===== src/rtl/microtile_edge_counter_pkg.sv =====
// ---------------------------------------------------------------------------
// microtile_pkg: channel limits and ui_in bit positions for the edge counter.
// Rev 1.0
// ---------------------------------------------------------------------------
`default_nettype none

package microtile_pkg;

  localparam int MAX_CH   = 4;
  localparam int EV_LSB   = 0;
  localparam int MODE_BIT = 4;
  localparam int CLR_BIT  = 5;
  localparam int SEL_LSB  = 6;
  localparam int SEL_W    = 2;

endpackage

`default_nettype wire


===== src/rtl/microtile_edge_counter_if.sv =====
// ---------------------------------------------------------------------------
// microtile_edge_counter_if: tile-side enable, input byte and output byte.
// Rev 1.0
// ---------------------------------------------------------------------------
`default_nettype none

interface microtile_edge_counter_if;

  logic       ena;
  logic [7:0] ui_in;
  logic [7:0] uo_out;

  modport master (output ena, output ui_in, input uo_out);
  modport slave  (input ena, input ui_in, output uo_out);

endinterface

`default_nettype wire


===== src/rtl/microtile_edge_counter_sync_chain.sv =====
// ---------------------------------------------------------------------------
// sync_chain: 1-bit synchroniser with asynchronous active-low reset.
// Rev 1.0
// ---------------------------------------------------------------------------
`default_nettype none

module sync_chain #(
  parameter int STAGES = 2
) (
  input  logic clk,
  input  logic rst_n,
  input  logic d,
  output logic q
);

  logic [STAGES-1:0] stage;

  always_ff @(posedge clk or negedge rst_n) begin
    if (!rst_n) begin
      stage <= '0;
    end else begin
      stage <= {stage[STAGES-2:0], d};
    end
  end

  assign q = stage[STAGES-1];

endmodule

`default_nettype wire


===== src/rtl/microtile_edge_counter.sv =====
// ---------------------------------------------------------------------------
// microtile_edge_counter: per-channel edge counters with clear, enable,
// rising/both-edge mode and a combinational channel-select output mux.
// Rev 1.0
// ---------------------------------------------------------------------------
`default_nettype none

module microtile_edge_counter
  import microtile_pkg::*;
#(
  parameter int NUM_CH      = 4,
  parameter int CNT_W       = 8,
  parameter int SYNC_STAGES = 2,
  parameter bit SATURATE    = 1'b0
) (
  input  logic                      clk,
  input  logic                      rst_n,
  microtile_edge_counter_if.slave   bus
);

  localparam logic [CNT_W-1:0] CNT_MAX = '1;
  localparam logic [CNT_W-1:0] CNT_ONE = CNT_W'(1);

  if (NUM_CH < 1 || NUM_CH > MAX_CH) begin : g_bad_num_ch
    $error("NUM_CH must be in 1..%0d", MAX_CH);
  end
  if (CNT_W < 2 || CNT_W > 8) begin : g_bad_cnt_w
    $error("CNT_W must be in 2..8");
  end
  if (SYNC_STAGES < 2 || SYNC_STAGES > 3) begin : g_bad_sync
    $error("SYNC_STAGES must be in 2..3");
  end

  logic [CLR_BIT:0] synced;

  for (genvar b = 0; b <= CLR_BIT; b++) begin : g_sync
    sync_chain #(.STAGES(SYNC_STAGES)) u_sync (
      .clk   (clk),
      .rst_n (rst_n),
      .d     (bus.ui_in[b]),
      .q     (synced[b])
    );
  end

  // Event bits above NUM_CH are synchronised but deliberately ignored.
  logic unused_synced;
  assign unused_synced = ^synced;

  logic              mode;
  logic              clear;
  logic [NUM_CH-1:0] ev_now;
  logic [NUM_CH-1:0] ev_prev;
  logic [NUM_CH-1:0] ev_hit;

  assign mode   = synced[MODE_BIT];
  assign clear  = synced[CLR_BIT];
  assign ev_now = synced[EV_LSB +: NUM_CH];

  // History keeps tracking while ena is low, so missed edges are never replayed.
  always_ff @(posedge clk or negedge rst_n) begin
    if (!rst_n) begin
      ev_prev <= '0;
    end else begin
      ev_prev <= ev_now;
    end
  end

  assign ev_hit = (ev_now & ~ev_prev) | ({NUM_CH{mode}} & ~ev_now & ev_prev);

  logic [CNT_W-1:0] cnt [NUM_CH];

  for (genvar ch = 0; ch < NUM_CH; ch++) begin : g_cnt
    always_ff @(posedge clk or negedge rst_n) begin
      if (!rst_n) begin
        cnt[ch] <= '0;
      end else if (clear) begin
        cnt[ch] <= '0;
      end else if (bus.ena && ev_hit[ch]) begin
        if (cnt[ch] == CNT_MAX) begin
          cnt[ch] <= SATURATE ? CNT_MAX : '0;
        end else begin
          cnt[ch] <= cnt[ch] + CNT_ONE;
        end
      end
    end
  end

  logic [SEL_W-1:0] sel;
  logic [7:0]       mux_out;

  assign sel = bus.ui_in[SEL_LSB +: SEL_W];

  always_comb begin
    mux_out = 8'h00;
    for (int ch = 0; ch < NUM_CH; ch++) begin
      if (sel == SEL_W'(ch)) begin
        mux_out = 8'(cnt[ch]);
      end
    end
  end

  assign bus.uo_out = mux_out;

endmodule

`default_nettype wire


===== src/flat_wrapper.sv =====
// flat-port wrapper written by rule: the top's interface ports become plain ports
module microtile_edge_counter_flat import microtile_pkg::*;
#(
  parameter int NUM_CH      = 4,
  parameter int CNT_W       = 8,
  parameter int SYNC_STAGES = 2,
  parameter bit SATURATE    = 1'b0
)
  (clk, rst_n, bus_ena, bus_ui_in, bus_uo_out);
  microtile_edge_counter_if bus_i ();
  input  logic clk;
  input  logic rst_n;
  input wire logic [$bits(bus_i.ena)-1:0] bus_ena;
  input wire logic [$bits(bus_i.ui_in)-1:0] bus_ui_in;
  output wire logic [$bits(bus_i.uo_out)-1:0] bus_uo_out;
  assign bus_i.ena = bus_ena;
  assign bus_i.ui_in = bus_ui_in;
  assign bus_uo_out = bus_i.uo_out;
  microtile_edge_counter #(.NUM_CH(NUM_CH), .CNT_W(CNT_W), .SYNC_STAGES(SYNC_STAGES), .SATURATE(SATURATE)) u_core (.clk(clk), .rst_n(rst_n), .bus(bus_i));
endmodule

===== config.mk =====
export PLATFORM = sky130hd
export DESIGN_NAME = microtile_edge_counter_flat
export DESIGN_NICKNAME = d
export VERILOG_FILES = /design/src/rtl/microtile_edge_counter_pkg.sv /design/src/rtl/microtile_edge_counter_if.sv /design/src/rtl/microtile_edge_counter_sync_chain.sv /design/src/rtl/microtile_edge_counter.sv /design/src/flat_wrapper.sv
export SDC_FILE = /design/constraint.sdc
export NUM_CORES = 1
export LEC_CHECK = 0
export CAP_MARGIN = 10
export CORE_ASPECT_RATIO = 1.2
export CORE_MARGIN = 1
export CORE_UTILIZATION = 38
export CTS_CLUSTER_DIAMETER = 40
export DETAILED_ROUTE_END_ITERATION = 16
export PLACE_DENSITY = 0.56
export SETUP_SLACK_MARGIN = 0.02
export SYNTH_ARGS = -nofsm -noshare
export SYNTH_HDL_FRONTEND = slang
export SYNTH_HIERARCHICAL = 1
export SYNTH_SLANG_ARGS = --single-unit

===== constraint.sdc =====
create_clock -name clk -period 2.4 [get_ports clk]
set_input_delay 0.48 -clock clk [delete_from_list [all_inputs] [get_ports clk]]
set_output_delay 0.48 -clock clk [all_outputs]
set_load 0.05 [all_outputs]

Word level (Yosys, flattened, before mapping)
Index checks and enable logic that the tools add are counted.

word-level totals
  flip-flop bits (word level) = 48
  output and inout bits = 8
  memories kept = 0
  memory bits (writable) = 0
  bits in latches = 0
  bits in read-only memories = 0
  logic and storage cells = 53
  input port bits = 11

operators by class
  add/sub/neg operators = 4
  magnitude comparators = 0
  bitwise gates (word level) = 6
  equal/unequal tests = 7
  shift-type cells = 0
  multipliers = 0
  divide/modulo/power cells = 0
  reductions and logical operators = 9
  mux-type cells = 16

operator list
  operator                                                               count
  8-bit two-way mux                                                      16
  8-bit by 1-bit adder with 8-bit output, second input constant          4
  8-bit equality test, second input constant                             4
  4-bit bitwise AND                                                      3
  4-bit inverter                                                         2
  2-bit nonzero test                                                     4
  2-bit equality test, second input constant                             2
  1-bit logical AND                                                      4
  4-bit OR                                                               1
  2-bit by 1-bit equality test with 1-bit output, second input constant  1
  2-bit logical NOT                                                      1

Longest topological paths before layout
Gate-level depths: netlist (run 1).

  depth in word-level cells = 7
  depth in mapped cells = 6
  depth with buffers taken out = 5

Modules after synthesis
Netlist (run 1), hierarchy kept.

modules (own cells, without submodules)
  module                  times used  seq. area each (um2)  cells an instance  area an instance (um2)
  microtile_edge_counter  1           900.9                 207                2183.3
  sync_chain              6           50.0                  2                  50.0

Least setup slack after synthesis (run 1)
Ideal clock, no wire load.

  path type = input to output
  from = input port bus_ui_in[6]
  to = output port bus_uo_out[0]
  path buffers = 1
  path slack = 0.523 ns
  cell stages on the path = 2
  data arrival time = 1.397 ns
  data required time = 1.920 ns
  path through = buf_2 > mux4_2

between the ends
  word-level cells in the longest chain between the ends = 5
  elaborated cells between the ends (all ways) = 8
  classes of those cells = eq/ne: 3; mux: 4; reduce/logical: 1

RTL lines
  element                         RTL line                      RTL
  start, declared                 flat_wrapper.sv:14            input wire logic [$bits(bus_i.ui_in)-1:0] bus_ui_in;
  2-bit logical NOT               microtile_edge_counter.sv:96  if (sel == SEL_W'(ch)) begin
  8-bit two-way mux (3 in a row)  microtile_edge_counter.sv:96
  8-bit two-way mux (*)           microtile_edge_counter.sv:96
  end, declared                   flat_wrapper.sv:15            output wire logic [$bits(bus_i.uo_out)-1:0] bus_uo_out;

Mark *: on every way between the ends. The rest lies on a longest branch, timed or not.

Final worst setup path (run 1)
  from = input port bus_ui_in[6]
  to = output port bus_uo_out[1]

The elaborated chain is that of the path after synthesis.

==> results of run 1 <==
[layout make-up]
cell class,instances,area (um2),share of cell area
timing repair buffer,25,220,0.0778
multi-input combinational,155,1190,0.422
clock buffer,5,68.8,0.0243
inverter,6,22.5,0.00796
clock inverter,3,18.8,0.00663
sequential,48,1200,0.425
tap,82,103,0.0363
[sequential cells by signal, summed over array words and instances (netlist names)]
register and flops:
u_core/cnt 32, u_core/ev_prev 4, u_core/g_sync.u_sync/stage 12
[synthesized netlist by cell type, types with 2 or more instances]
master	instances
sky130_fd_sc_hd__xor2_1	13
sky130_fd_sc_hd__or3_1	4
sky130_fd_sc_hd__nor2_1	25
sky130_fd_sc_hd__clkbuf_1	2
sky130_fd_sc_hd__nor4_1	2
sky130_fd_sc_hd__a31o_2	2
sky130_fd_sc_hd__and3_1	4
sky130_fd_sc_hd__buf_4	2
sky130_fd_sc_hd__a31oi_1	3
sky130_fd_sc_hd__ha_1	4
sky130_fd_sc_hd__dfrtp_1	48
sky130_fd_sc_hd__xnor2_1	6
sky130_fd_sc_hd__nand2_1	11
sky130_fd_sc_hd__nor2b_1	4
sky130_fd_sc_hd__nand3_1	7
sky130_fd_sc_hd__inv_1	6
sky130_fd_sc_hd__nand4_1	2
sky130_fd_sc_hd__nor3_1	5
sky130_fd_sc_hd__nand2b_1	2
sky130_fd_sc_hd__o2111ai_1	2
sky130_fd_sc_hd__buf_1	2
sky130_fd_sc_hd__and3b_2	3
sky130_fd_sc_hd__a31oi_2	2
sky130_fd_sc_hd__a211oi_1	4
sky130_fd_sc_hd__nand3b_1	3
sky130_fd_sc_hd__a21oi_1	3
sky130_fd_sc_hd__mux2i_1	5
sky130_fd_sc_hd__o211ai_1	9
sky130_fd_sc_hd__a211oi_2	2
sky130_fd_sc_hd__o21ai_0	8
sky130_fd_sc_hd__mux4_2	8
[layer usage]
layer | global-route usage | routed length (um) | part of all wire
met3 | 0.0458 | 169 | 0.034
met2 | 0.237 | 2320 | 0.46
met4 | 0.0556 | 53 | 0.011
met1 | 0.240 | 2480 | 0.49
met5 | 0 | 0 | 0
[report_power, final]
group          internal [mW]  switching [mW]  total [mW]
sequential             0.835          0.0276       0.863
clock                  0.204           0.288       0.491
combinational         0.0634          0.0865       0.150
total                   1.10           0.402        1.50
[worst register-to-register path: cells and delay by family (launching register included)]
family / cells / cell delay (ps)
and+or+nand+nor: 2 / 700
DFF: 1 / 500
AOI/OAI and AO/OA: 2 / 350
[layout by cell type, fill, tap and decap left out, drive strengths merged, types with 5 or more instances in the layout]
cell / instances
a211oi: 6
and3: 5
o211ai: 9
clkdlybuf4s50: 9
mux4: 8
clkbuf: 5
o21ai: 8
xnor2: 6
nand2: 11
dfrtp: 48
inv: 6
buf: 16
nor2: 25
a31oi: 5
mux2i: 5
nor3: 5
nand3: 7
xor2: 13
[logic make-up after synthesis]
| kind of cell | count (synthesis) |
|---|---|
| xor+xnor | 19 |
| buf+inv | 16 |
| mux | 13 |
| simple gates | 77 |
| flops | 48 |
| compound gates | 42 |
| fa+ha+maj | 4 |
[through the flow]
stage	cells	hold WS, ps	setup WS, ps	total power, mW	cell area (um2)
after floorplan	219	184	523	0.966	2480
after global placement	316	332	92.5	1.03	2740
after detailed placement	316	335	68.8	1.03	2740
after CTS	324	284	55.1	1.52	2830
after global routing	324	288	27.2	1.59	2830
final	324	252	69.8	1.50	2830
[worst min path at each step]
stage                                          start                               end  slack [ps]  cells after the start
floorplan                                      rst_n                     u_core/cnt[0]         180                      0
global placement    u_core/g_sync[4].u_sync/stage[0]  u_core/g_sync[4].u_sync/stage[1]         330                      0
detailed placement  u_core/g_sync[5].u_sync/stage[0]  u_core/g_sync[5].u_sync/stage[1]         330                      0
CTS                                            rst_n                    u_core/cnt[27]         280                      2
global route                                   rst_n  u_core/g_sync[1].u_sync/stage[0]         290                      2
finish                                         rst_n                    u_core/cnt[25]         250                      2
==> Flow_metrics.wiki, run 1 <==
{| class="wikitable"
! Metric !! Value
|-
| Clock tree from TritonCTS || done
|-
| Worst reg2reg endpoint || u_core/cnt[13]
|-
| Arithmetic-cell share of the synthesized area counting full adders, half adders and majority gates || 0.0202
|-
| Top FF cell, synth || sky130_fd_sc_hd__dfrtp_1
|-
| Unrepaired setup endpoints after global routing || false
|-
| Number of nets in the synthesized netlist || 234
|-
| Routed wire length || 5020 um
|-
| Worst r2r src || u_core/g_sync[4].u_sync/stage[1]
|-
| Status || complete, no violations
|-
| Top-level I/O count || 19
|-
| Crit. End Element || primary output
|-
| Proportion of synthesized chip area in sequential cells || 0.484
|-
| Synth top area share || 0.484
|-
| Cell area power density || 532 mW/mm2
|-
| Growth of design area from synthesis to finish || 13.9%
|-
| Post-synthesis mux area share || 0.0927
|-
| Resized cells post-CTS || 0
|-
| Startpoint types || input port
|-
| Post-layout util || 0.459
|-
| Crit path buf inv count || 3
|-
| Placeable Area || 0.00617 mm2
|-
| Site row count || 31
|-
| Count of vias placed by the detailed router || 1,688
|-
| Worst clock skew on the final layout || 9.83 ps
|-
| Cell Area, Synth || between 0.002 and 0.0025 mm2
|-
| Die height || 90.6 um
|-
| Global router's overall resource usage || 0.166
|-
| Last element of the critical path || bus_uo_out[1]
|-
| Net count of the finished layout || 256
|-
| Post-Synth XOR/XNOR Area || 0.0670
|-
| Ordered cell list for the critical path || clkdlybuf4s50_1 -> buf_12 -> mux4_2 -> buf_4
|-
| CP Launch Point || bus_ui_in[6]
|-
| Total die area || 0.00686 mm2
|-
| Worst Path Arrival || 1850 ps
|-
| Pin count of the biggest net entering global routing || 49
|-
| Number of buffers between clock root and the deepest sink || 2
|-
| Cell taking the most area after synthesis || sky130_fd_sc_hd__dfrtp_1
|-
| Max-capacitance violation count || 0
|-
| Final period utilization || 0.971
|-
| Worst skew pair latency || about 310 ps
|-
| Stage delay of the slowest cell on the critical path || 520 ps
|-
| Critical path data required time || about 1900 ps
|-
| Clock-pin slew of the registers on the worst-case setup and hold paths || 100 ps
|-
| Worst setup path class || input port to primary output
|-
| Total leakage power || between 1 and 1.5 nW
|-
| Final Wtd Congestion || 0.776
|-
| Peak supply drop || roughly 0.26 mV
|-
| R2r setup slk || 770 ps
|-
| Crit-path leading delay family || buffers and inverters
|-
| H-tree Lvls || 2
|-
| Worst Reg-to-Reg Cells || 4
|-
| Quantity of I/O buffers inserted on ports || 18
|-
| Clock root buffer master || sky130_fd_sc_hd__clkbuf_8
|-
| Number of enable flip-flop cells after synthesis || 0
|-
| DRC violation count after routing || 0
|-
| Fraction of layout instances using a drive strength above 1 || 0.190
|-
| Sum of negative setup slack || 0 ps
|-
| Critical path peak fanout || 8
|-
| Post-synthesis cell type count || 47
|-
| ANT nets after route || 0
|-
| Number of synthesized register bits || 48
|-
| Setup violation total in the final timing report || 0
|-
| Router iterations before antenna repair || 4
|-
| Shortest clock period the worst path allows after layout || 2330 ps
|-
| Main combinational cell family by area after synthesis || simple AND/OR/NAND/NOR gates
|-
| Async set-reset flop share out of synthesis || 1.00
|-
| Number of buffers added to fix hold violations after cts || 0
|-
| Effective utilization at floorplan || 0.403
|-
| Number of design-rule violations left by the first detailed-router iteration || 124
|-
| Setup bufs post-CTS || 0
|-
| Top cells by area in the synthesized netlist || sky130_fd_sc_hd__dfrtp_1 (48%), sky130_fd_sc_hd__mux4_2 (7.3%), sky130_fd_sc_hd__xor2_1 (4.6%)
|-
| Width of the die || approximately 76 um
|-
| Inserted Diodes || 0
|-
| Class of the worst hold path || input port to asynchronous set/reset pin
|-
| Number of antenna violations at the first check in global routing || 0
|-
| Critical-path top delay cell || sky130_fd_sc_hd__clkdlybuf4s50_1
|-
| Average wire per cell in the routed design || 15.5 um
|-
| Count of mapped cells out of synthesis || between 200 and 250
|-
| Transition time of the tightest slew-check pin || 619 ps
|-
| Max-Slew Margin vs Limit || 0.587
|-
| DP Wirelength || about 3700 um
|-
| Final Hold Violating Endpoints || 0
|-
| Post-synthesis compound-gate area fraction || 0.141
|-
| Via count of the first global-routing pass || 1,653
|-
| Max Slew Vio Count || 0
|-
| Sink count of the clock tree || 48
|-
| F_max || 429 MHz
|-
| Global-route wire length before repair || 8410 um
|-
| Count of yosys warnings during synthesis || 6
|-
| Simple-gate share of the synthesized area || 0.161
|-
| Number of gates on the worst path with buffers counted || 4
|-
| Mean instance size in the synthesized netlist || 11.3 um2
|-
| FILL cells || 573
|-
| Total congestion overflow || 0
|-
| Ratio of routed vias to standard cells || 5.21
|-
| Clock buffers created by TritonCTS || 5
|}
Power figures use the tool's default switching activity.
==> run 2: changes to the inputs <==
SLEW_MARGIN = 15   (was unset)
SYNTH_HIERARCHICAL = unset   (was 1)
==> run 2 against run 1 <==
Compared with the run above: register-to-register slack worse by 20 ps; clock-buffer cell count rose by 3; global-route usage increased by 0.73 points.
==> Flow_metrics.wiki, run 2 <==
{| class="wikitable"
! Metric !! Value
|-
| Clock buffers created by TritonCTS || 5 (unchanged)
|-
| Max-Slew Margin vs Limit || 0.585 (was 0.587)
|-
| H-tree Lvls || 2 (unchanged)
|-
| Worst hold margin || 177 ps (was 252 ps)
|-
| Critical path peak fanout || 8 (unchanged)
|-
| Ratio of routed vias to standard cells || 5.35 (was 5.21)
|-
| Crit. End Element || primary output (unchanged)
|-
| Sum of negative setup slack || 0 ps (unchanged)
|-
| Number of buffers added to fix hold violations after cts || 0 (unchanged)
|-
| Worst Path Arrival || 1850 ps (about the same)
|-
| Inserted Diodes || 0 (unchanged)
|-
| Number of synthesized register bits || 48 (unchanged)
|-
| Clock tree from TritonCTS || done (unchanged)
|-
| DRC violation count after routing || 0 (unchanged)
|-
| Worst skew pair latency || 310 ps (about the same)
|-
| GR met2 Demand/Resource || 0.277 (was 0.237)
|-
| Most numerous cell in the Yosys netlist || sky130_fd_sc_hd__dfrtp_1 (unchanged)
|-
| Effective utilization at floorplan || 0.395 (was 0.403)
|-
| Number of nets in the synthesized netlist || 224 (was 234)
|-
| Average wire per cell in the routed design || 16.4 um (was 15.5 um)
|-
| Total leakage power || 1.22 nW (was 1.20 nW)
|-
| Net switching power || 0.378 mW (was 0.402 mW)
|-
| Sequential Power Share || 0.571 (was 0.574)
|-
| Startpoint types || input port (unchanged)
|-
| Number of enable flip-flop cells after synthesis || 0 (unchanged)
|-
| Commonest cells in the netlist || sky130_fd_sc_hd__dfrtp_1 (48), sky130_fd_sc_hd__nor2_1 (28), sky130_fd_sc_hd__xor2_1 (16) (was sky130_fd_sc_hd__dfrtp_1 (48), sky130_fd_sc_hd__nor2_1 (25), sky130_fd_sc_hd__xor2_1 (13))
|-
| Class of the worst hold path || input port to asynchronous set/reset pin (unchanged)
|-
| Clock network power share || 0.337 (was 0.327)
|-
| DP Wirelength || 3740 um (was 3650 um)
|-
| Max-capacitance violation count || 0 (unchanged)
|-
| Setup bufs post-CTS || 0 (unchanged)
|-
| Number of buffers between clock root and the deepest sink || 2 (unchanged)
|-
| ANT nets after route || 0 (unchanged)
|-
| Cell Area, Synth || 0.00240 mm2 (was 0.00248 mm2)
|-
| Width of the die || 74.6 um (was 75.8 um)
|-
| Worst setup path class || input port to primary output (unchanged)
|-
| Async set-reset flop share out of synthesis || 1.00 (unchanged)
|-
| Leading cell type in the layout, fill and taps excluded || sky130_fd_sc_hd__dfrtp_1 (unchanged)
|-
| Number of antenna violations at the first check in global routing || 0 (unchanged)
|-
| Met1 Track Usage GR || 0.232 (was 0.240)
|-
| Flip-flop count of the largest register after layout || 32 (unchanged)
|-
| Count of yosys warnings during synthesis || 0 (was 6)
|-
| Count of vias placed by the detailed router || 1,685 (was 1,688)
|-
| Total congestion overflow || 0 (unchanged)
|-
| Final Wtd Congestion || 0.783 (was 0.776)
|-
| Transition time of the tightest slew-check pin || 622 ps (was 619 ps)
|-
| Cell taking the most area after synthesis || sky130_fd_sc_hd__dfrtp_1 (unchanged)
|-
| Global-route layer with the greatest usage || met2 (was met1)
|-
| Post-layout util || 0.457 (was 0.459)
|-
| Pin count of the biggest net entering global routing || 27 (was 49)
|-
| Number of design-rule violations left by the first detailed-router iteration || 99 (was 124)
|-
| Routed wire length || 5180 um (was 5020 um)
|-
| Internal Dissipation || 1.13 mW (was 1.10 mW)
|-
| Sink count of the clock tree || 48 (unchanged)
|-
| Growth of design area from synthesis to finish || 15.7% (was 13.9%)
|-
| Peak supply drop || 0.181 mV (was 0.260 mV)
|-
| Unrepaired setup endpoints after global routing || false (unchanged)
|-
| Top cells by area in the synthesized netlist || sky130_fd_sc_hd__dfrtp_1 (50%), sky130_fd_sc_hd__mux4_2 (7.5%), sky130_fd_sc_hd__xor2_1 (5.8%) (was sky130_fd_sc_hd__dfrtp_1 (48%), sky130_fd_sc_hd__mux4_2 (7.3%), sky130_fd_sc_hd__xor2_1 (4.6%))
|-
| Share of total power consumed by net switching || 0.251 (was 0.267)
|-
| Site row count || 31 (unchanged)
|-
| Total die area || 0.00665 mm2 (was 0.00686 mm2)
|-
| Final Non-Filler Cells || 315 (was 324)
|-
| Post-layout power || 1.51 mW (was 1.50 mW)
|-
| Proportion of synthesized chip area in sequential cells || 0.500 (was 0.484)
|-
| Largest registers || u_core.cnt x32, u_core.g_sync.u_sync.stage x12, u_core.ev_prev x4 (was u_core/cnt x32, u_core/g_sync.u_sync/stage x12, u_core/ev_prev x4)
|-
| Net count of the finished layout || 247 (was 256)
|-
| Resized cells post-CTS || 0 (unchanged)
|-
| Top FF cell, synth || sky130_fd_sc_hd__dfrtp_1 (unchanged)
|-
| Worst clock skew on the final layout || 9.47 ps (was 9.83 ps)
|-
| Quantity of I/O buffers inserted on ports || 18 (unchanged)
|-
| Cells after DPL || 307 (was 316)
|-
| Via count of the first global-routing pass || 1,631 (was 1,653)
|-
| Clock root buffer master || sky130_fd_sc_hd__clkbuf_8 (unchanged)
|-
| Global-route wire length before repair || 8310 um (was 8410 um)
|-
| Count of mapped cells out of synthesis || 209 (was 219)
|-
| Shortest clock period the worst path allows after layout || 2330 ps (about the same)
|-
| Clock-pin slew of the registers on the worst-case setup and hold paths || 90 ps (was 100 ps)
|-
| Max Slew Vio Count || 0 (unchanged)
|-
| Synth top area share || 0.500 (was 0.484)
|-
| Top-level I/O count || 19 (unchanged)
|-
| Met3 layer usage reported by global route || 0.0372 (was 0.0458)
|-
| Global router's overall resource usage || 0.174 (was 0.166)
|-
| Critical path data required time || 1920 ps (about the same)
|-
| Register bank with the most flops || u_core.cnt (was u_core/cnt)
|-
| Mean instance size in the synthesized netlist || 11.5 um2 (was 11.3 um2)
|-
| Final period utilization || 0.972 (was 0.971)
|-
| Status || complete, no violations (unchanged)
|-
| F_max || 428 MHz (was 429 MHz)
|-
| Fraction of layout instances using a drive strength above 1 || 0.167 (was 0.190)
|-
| Final Hold Violating Endpoints || 0 (unchanged)
|-
| Share of power burned in combinational logic || 0.091 (was 0.100)
|-
| Router iterations before antenna repair || 4 (unchanged)
|-
| Placeable Area || 0.00609 mm2 (was 0.00617 mm2)
|-
| Cell area power density || 541 mW/mm2 (was 532 mW/mm2)
|-
| Post-synthesis cell type count || 34 (was 47)
|-
| Die height || 89.1 um (was 90.6 um)
|-
| Commonest non-fill, non-tap cells in the layout || sky130_fd_sc_hd__dfrtp_1 (48), sky130_fd_sc_hd__nor2_1 (28), sky130_fd_sc_hd__xor2_1 (16) (was sky130_fd_sc_hd__dfrtp_1 (48), sky130_fd_sc_hd__nor2_1 (25), sky130_fd_sc_hd__buf_4 (14))
|-
| Setup violation total in the final timing report || 0 (unchanged)
|}
==> run 2: worst paths after layout <==
kind	start	endpoint	slack (ps)	cells past startpoint
min	rst_n	u_core.cnt[30]	180	1
min reg2reg	u_core.g_sync[4].u_sync.stage[0]	u_core.g_sync[4].u_sync.stage[1]	350	0
min in group clk	u_core.g_sync[4].u_sync.stage[0]	u_core.g_sync[4].u_sync.stage[1]	350	0
max	bus_ui_in[6]	bus_uo_out[1]	70	4
max in group asynchronous	rst_n	u_core.cnt[0]	1670	2
max reg2reg	u_core.g_sync[5].u_sync.stage[1]	u_core.cnt[13]	750	3
==> run 2: kinds of logic after synthesis <==
group	after synthesis	synth area share
fa+ha+maj	4	0.0208
mux	13	0.0963
buf+inv	12	0.0276
xor+xnor	19	0.0692
compound gates	45	0.143
simple gates	68	0.143
flops	48	0.500
==> run 2: final cells by class <==
| class | count | area (um2) |
|---|---|---|
| Clock buffer | 8 | 90.1 |
| Fill cell | 588 | 3310 |
| Inverter | 1 | 3.75 |
| Multi-Input combinational cell | 149 | 1140 |
| Sequential cell | 48 | 1200 |
| Tap cell | 82 | 103 |
| Timing Repair Buffer | 27 | 248 |
==> run 2: metal layers <==
metal,part of all wire,up-vias
li1,-,810
met1,0.46,841
met2,0.49,27
met3,0.035,7
met4,0.015,0
met5,0,-
==> run 2: metrics by stage <==
stage                     setup slack, ps  instance area [um2]
after floorplan                       433                 2400
after detailed placement             59.1                 2690
final                                66.2                 2780
after CTS                            47.4                 2780
after global placement               42.1                 2690
after global routing                 21.9                 2780
==> run 2: critical path, cell delays in order <==
cell and delay, ps:
sky130_fd_sc_hd__clkdlybuf4s50_1 500, sky130_fd_sc_hd__buf_12 140, sky130_fd_sc_hd__mux4_2 520, sky130_fd_sc_hd__buf_4 210
==> run 2: power groups by stage <==
| stage | clock (mW) | combinational [mW] | sequential [mW] |
|---|---|---|---|
| finish | 0.508 | 0.137 | 0.860 |
| global route | 0.561 | 0.152 | 0.864 |
| CTS | 0.519 | 0.140 | 0.860 |
| detailed placement | 0 | 0.139 | 0.876 |
| global placement | 0 | 0.138 | 0.876 |
| floorplan | 0 | 0.0838 | 0.864 |
==> run 3: changes to the inputs <==
CORE_MARGIN = 2   (was 1)
clock period = 2.9 ns   (was 2.4 ns; I/O delays follow)
==> run 3 against run 2 <==
Compared with the run above: global-route usage down 1.7 points; clock power shrank 17%; cell area decreased by 1.8%; register-to-register slack improved by 180 ps; first-iteration DRC count is 27% lower; sequential cell count did not move; combinational power is 23% lower; clock skew is 2.6 ps lower; setup slack better by 270 ps; routed wire length fell by 1.9%; cell count is 1.6% lower; utilization down 0.80 points; critical path type unchanged; critical endpoint unchanged; largest power group unchanged; highest routed layer unchanged.
==> Flow_metrics.wiki, run 3 (same netlist as run 2, synthesis figures left out) <==
{| class="wikitable"
! Metric !! Value
|-
| Flip-flop count of the largest register after layout || 32 (unchanged)
|-
| Sum of negative setup slack || 0 ps (unchanged)
|-
| Die height || 91.1 um (was 89.1 um)
|-
| Critical path data required time || 2320 ps (was 1920 ps)
|-
| Router iterations before antenna repair || 4 (unchanged)
|-
| Transition time of the tightest slew-check pin || 663 ps (was 622 ps)
|-
| Number of buffers between clock root and the deepest sink || 2 (unchanged)
|-
| Pre-CTS WS || 325 ps (was 59.1 ps)
|-
| Combined area of the multi-input logic cells || 0.00114 mm2 (unchanged)
|-
| Number of design-rule violations left by the first detailed-router iteration || 72 (was 99)
|-
| H-tree Lvls || 2 (unchanged)
|-
| Final Non-Filler Cells || 310 (was 315)
|-
| Total leakage power || 1.20 nW (was 1.22 nW)
|-
| DRC violation count after routing || 0 (unchanged)
|-
| Average wire per cell in the routed design || 16.4 um (about the same)
|-
| Leading cell type in the layout, fill and taps excluded || sky130_fd_sc_hd__dfrtp_1 (unchanged)
|-
| Clock tree from TritonCTS || done (unchanged)
|-
| Class of the worst hold path || input port to asynchronous set/reset pin (unchanged)
|-
| Post-layout util || 0.449 (was 0.457)
|-
| Fraction of layout instances using a drive strength above 1 || 0.158 (was 0.167)
|-
| Final cell area excluding filler cells || 0.00273 mm2 (was 0.00278 mm2)
|-
| Growth of design area from synthesis to finish || 13.7% (was 15.7%)
|-
| Pin count of the biggest net entering global routing || 36 (was 27)
|-
| Clock root buffer master || sky130_fd_sc_hd__clkbuf_8 (unchanged)
|-
| F_max || between 300 and 400 MHz
|-
| Status || complete, no violations (unchanged)
|-
| Worst skew pair latency || 290 ps (was 310 ps)
|-
| ANT nets after route || 0 (unchanged)
|-
| Net count of the finished layout || 243 (was 247)
|-
| Crit. End Element || primary output (unchanged)
|-
| Max-Slew Margin vs Limit || 0.558 (was 0.585)
|-
| Final Hold Violating Endpoints || 0 (unchanged)
|-
| Clock-pin slew of the registers on the worst-case setup and hold paths || 90 ps (about the same)
|-
| Shortest clock period the worst path allows after layout || 2560 ps
|-
| Inserted Diodes || 0 (unchanged)
|-
| Number of buffers added to fix hold violations after cts || 0 (unchanged)
|-
| Ratio of routed vias to standard cells || 5.43 (was 5.35)
|-
| Via count of the first global-routing pass || 1,619 (was 1,631)
|-
| Critical path peak fanout || 8 (unchanged)
|-
| Cell area power density || 455 mW/mm2 (was 541 mW/mm2)
|-
| Effective utilization at floorplan || 0.395 (unchanged)
|-
| Count of vias placed by the detailed router || 1,683 (was 1,685)
|-
| Number of antenna violations at the first check in global routing || 0 (unchanged)
|-
| Width of the die || 76.6 um (was 74.6 um)
|-
| Setup slack after layout || 338 ps (was 66.2 ps)
|-
| Total congestion overflow || 0 (unchanged)
|-
| Top-level I/O count || 19 (unchanged)
|-
| Largest registers || u_core.cnt x32, u_core.g_sync.u_sync.stage x12, u_core.ev_prev x4 (unchanged)
|-
| Register bank with the most flops || u_core.cnt (unchanged)
|-
| Startpoint types || input port (unchanged)
|-
| Worst Path Arrival || 1980 ps (was 1850 ps)
|-
| Routed wire length || 5080 um (was 5180 um)
|-
| Commonest non-fill, non-tap cells in the layout || sky130_fd_sc_hd__dfrtp_1 (48), sky130_fd_sc_hd__nor2_1 (28), sky130_fd_sc_hd__xor2_1 (16) (unchanged)
|-
| Site row count || 31 (unchanged)
|-
| Setup violation total in the final timing report || 0 (unchanged)
|-
| Max Slew Vio Count || 0 (unchanged)
|-
| Final Wtd Congestion || 0.793 (was 0.783)
|-
| Global-route wire length before repair || 8420 um (was 8310 um)
|-
| DP Wirelength || 3750 um (was 3740 um)
|-
| Resized cells post-CTS || 0 (unchanged)
|-
| Worst clock skew on the final layout || 6.85 ps (was 9.47 ps)
|-
| Sink count of the clock tree || 48 (unchanged)
|-
| Total die area || 0.00698 mm2 (was 0.00665 mm2)
|-
| Max-capacitance violation count || 0 (unchanged)
|-
| FILL cells || 572 (was 588)
|-
| Worst setup path class || input port to primary output (unchanged)
|-
| Final period utilization || 0.883
|-
| Quantity of I/O buffers inserted on ports || 18 (unchanged)
|-
| Placeable Area || 0.00609 mm2 (unchanged)
|-
| Instance area after placement || 0.00264 mm2 (was 0.00269 mm2)
|-
| Unrepaired setup endpoints after global routing || false (unchanged)
|-
| Global router's overall resource usage || 0.157 (was 0.174)
|-
| Setup bufs post-CTS || 0 (unchanged)
|-
| Clock buffers created by TritonCTS || 5 (unchanged)
|-
| Footprint of the flip-flops and latches || 0.00120 mm2 (unchanged)
|-
| Peak supply drop || 0.230 mV (was 0.181 mV)
|-
| Cells after DPL || 303 (was 307)
|}
run 3: changes by cell type in the layout (fill, tap and decap cells not counted):
cell / delta
sky130_fd_sc_hd__buf_4: -2
sky130_fd_sc_hd__clkbuf_8: +1
sky130_fd_sc_hd__clkbuf_1: -2
sky130_fd_sc_hd__buf_12: -2
run 3: worst max-delay path, stage by stage:
cell,delay (ps)
sky130_fd_sc_hd__clkdlybuf4s50_1,460
sky130_fd_sc_hd__buf_4,190
sky130_fd_sc_hd__mux4_2,540
sky130_fd_sc_hd__buf_4,210
run 3: layout make-up:
class	count	share of cell area
clock buffer	7	0.0353
inverter	1	0.00137
multi-input combinational	149	0.416
sequential	48	0.440
tap	82	0.0375
timing repair buffer	23	0.0705
run 3: worst paths after layout:
check                                                 startpoint                                to  slack (ps)  cells past startpoint
worst max-delay path                                bus_ui_in[6]                     bus_uo_out[1]         340                      4
worst min-delay path                                       rst_n                    u_core.cnt[29]         170                      1
worst max register to register  u_core.g_sync[5].u_sync.stage[1]                    u_core.cnt[29]         930                      4
worst min register to register  u_core.g_sync[3].u_sync.stage[0]  u_core.g_sync[3].u_sync.stage[1]         350                      0
max in group asynchronous                                  rst_n  u_core.g_sync[5].u_sync.stage[0]        1970                      2
min in group clk                u_core.g_sync[3].u_sync.stage[0]  u_core.g_sync[3].u_sync.stage[1]         350                      0
run 3: through the flow:
stage,total power [mW],hold slack (ps)
floorplan,0.785,284
global placement,0.834,333
detailed placement,0.835,337
CTS,1.26,176
global route,1.30,180
finish,1.24,173
run 3: power by group:
| part | switching (mW) | internal, mW | total, mW |
|---|---|---|---|
| clock network | 0.211 | 0.213 | 0.423 |
| registers | 0.0243 | 0.689 | 0.714 |
| logic | 0.0619 | 0.0431 | 0.105 |
| total | 0.297 | 0.945 | 1.24 |
run 3: routing by layer:
layer  vias to the layer above  global-route usage  share of wire
met4                         0              0.0636          0.017
li1                        806                   -              -
met2                        33               0.257           0.50
met5                         -                   0              0
met1                       838               0.205           0.46
met3                         6              0.0278          0.032
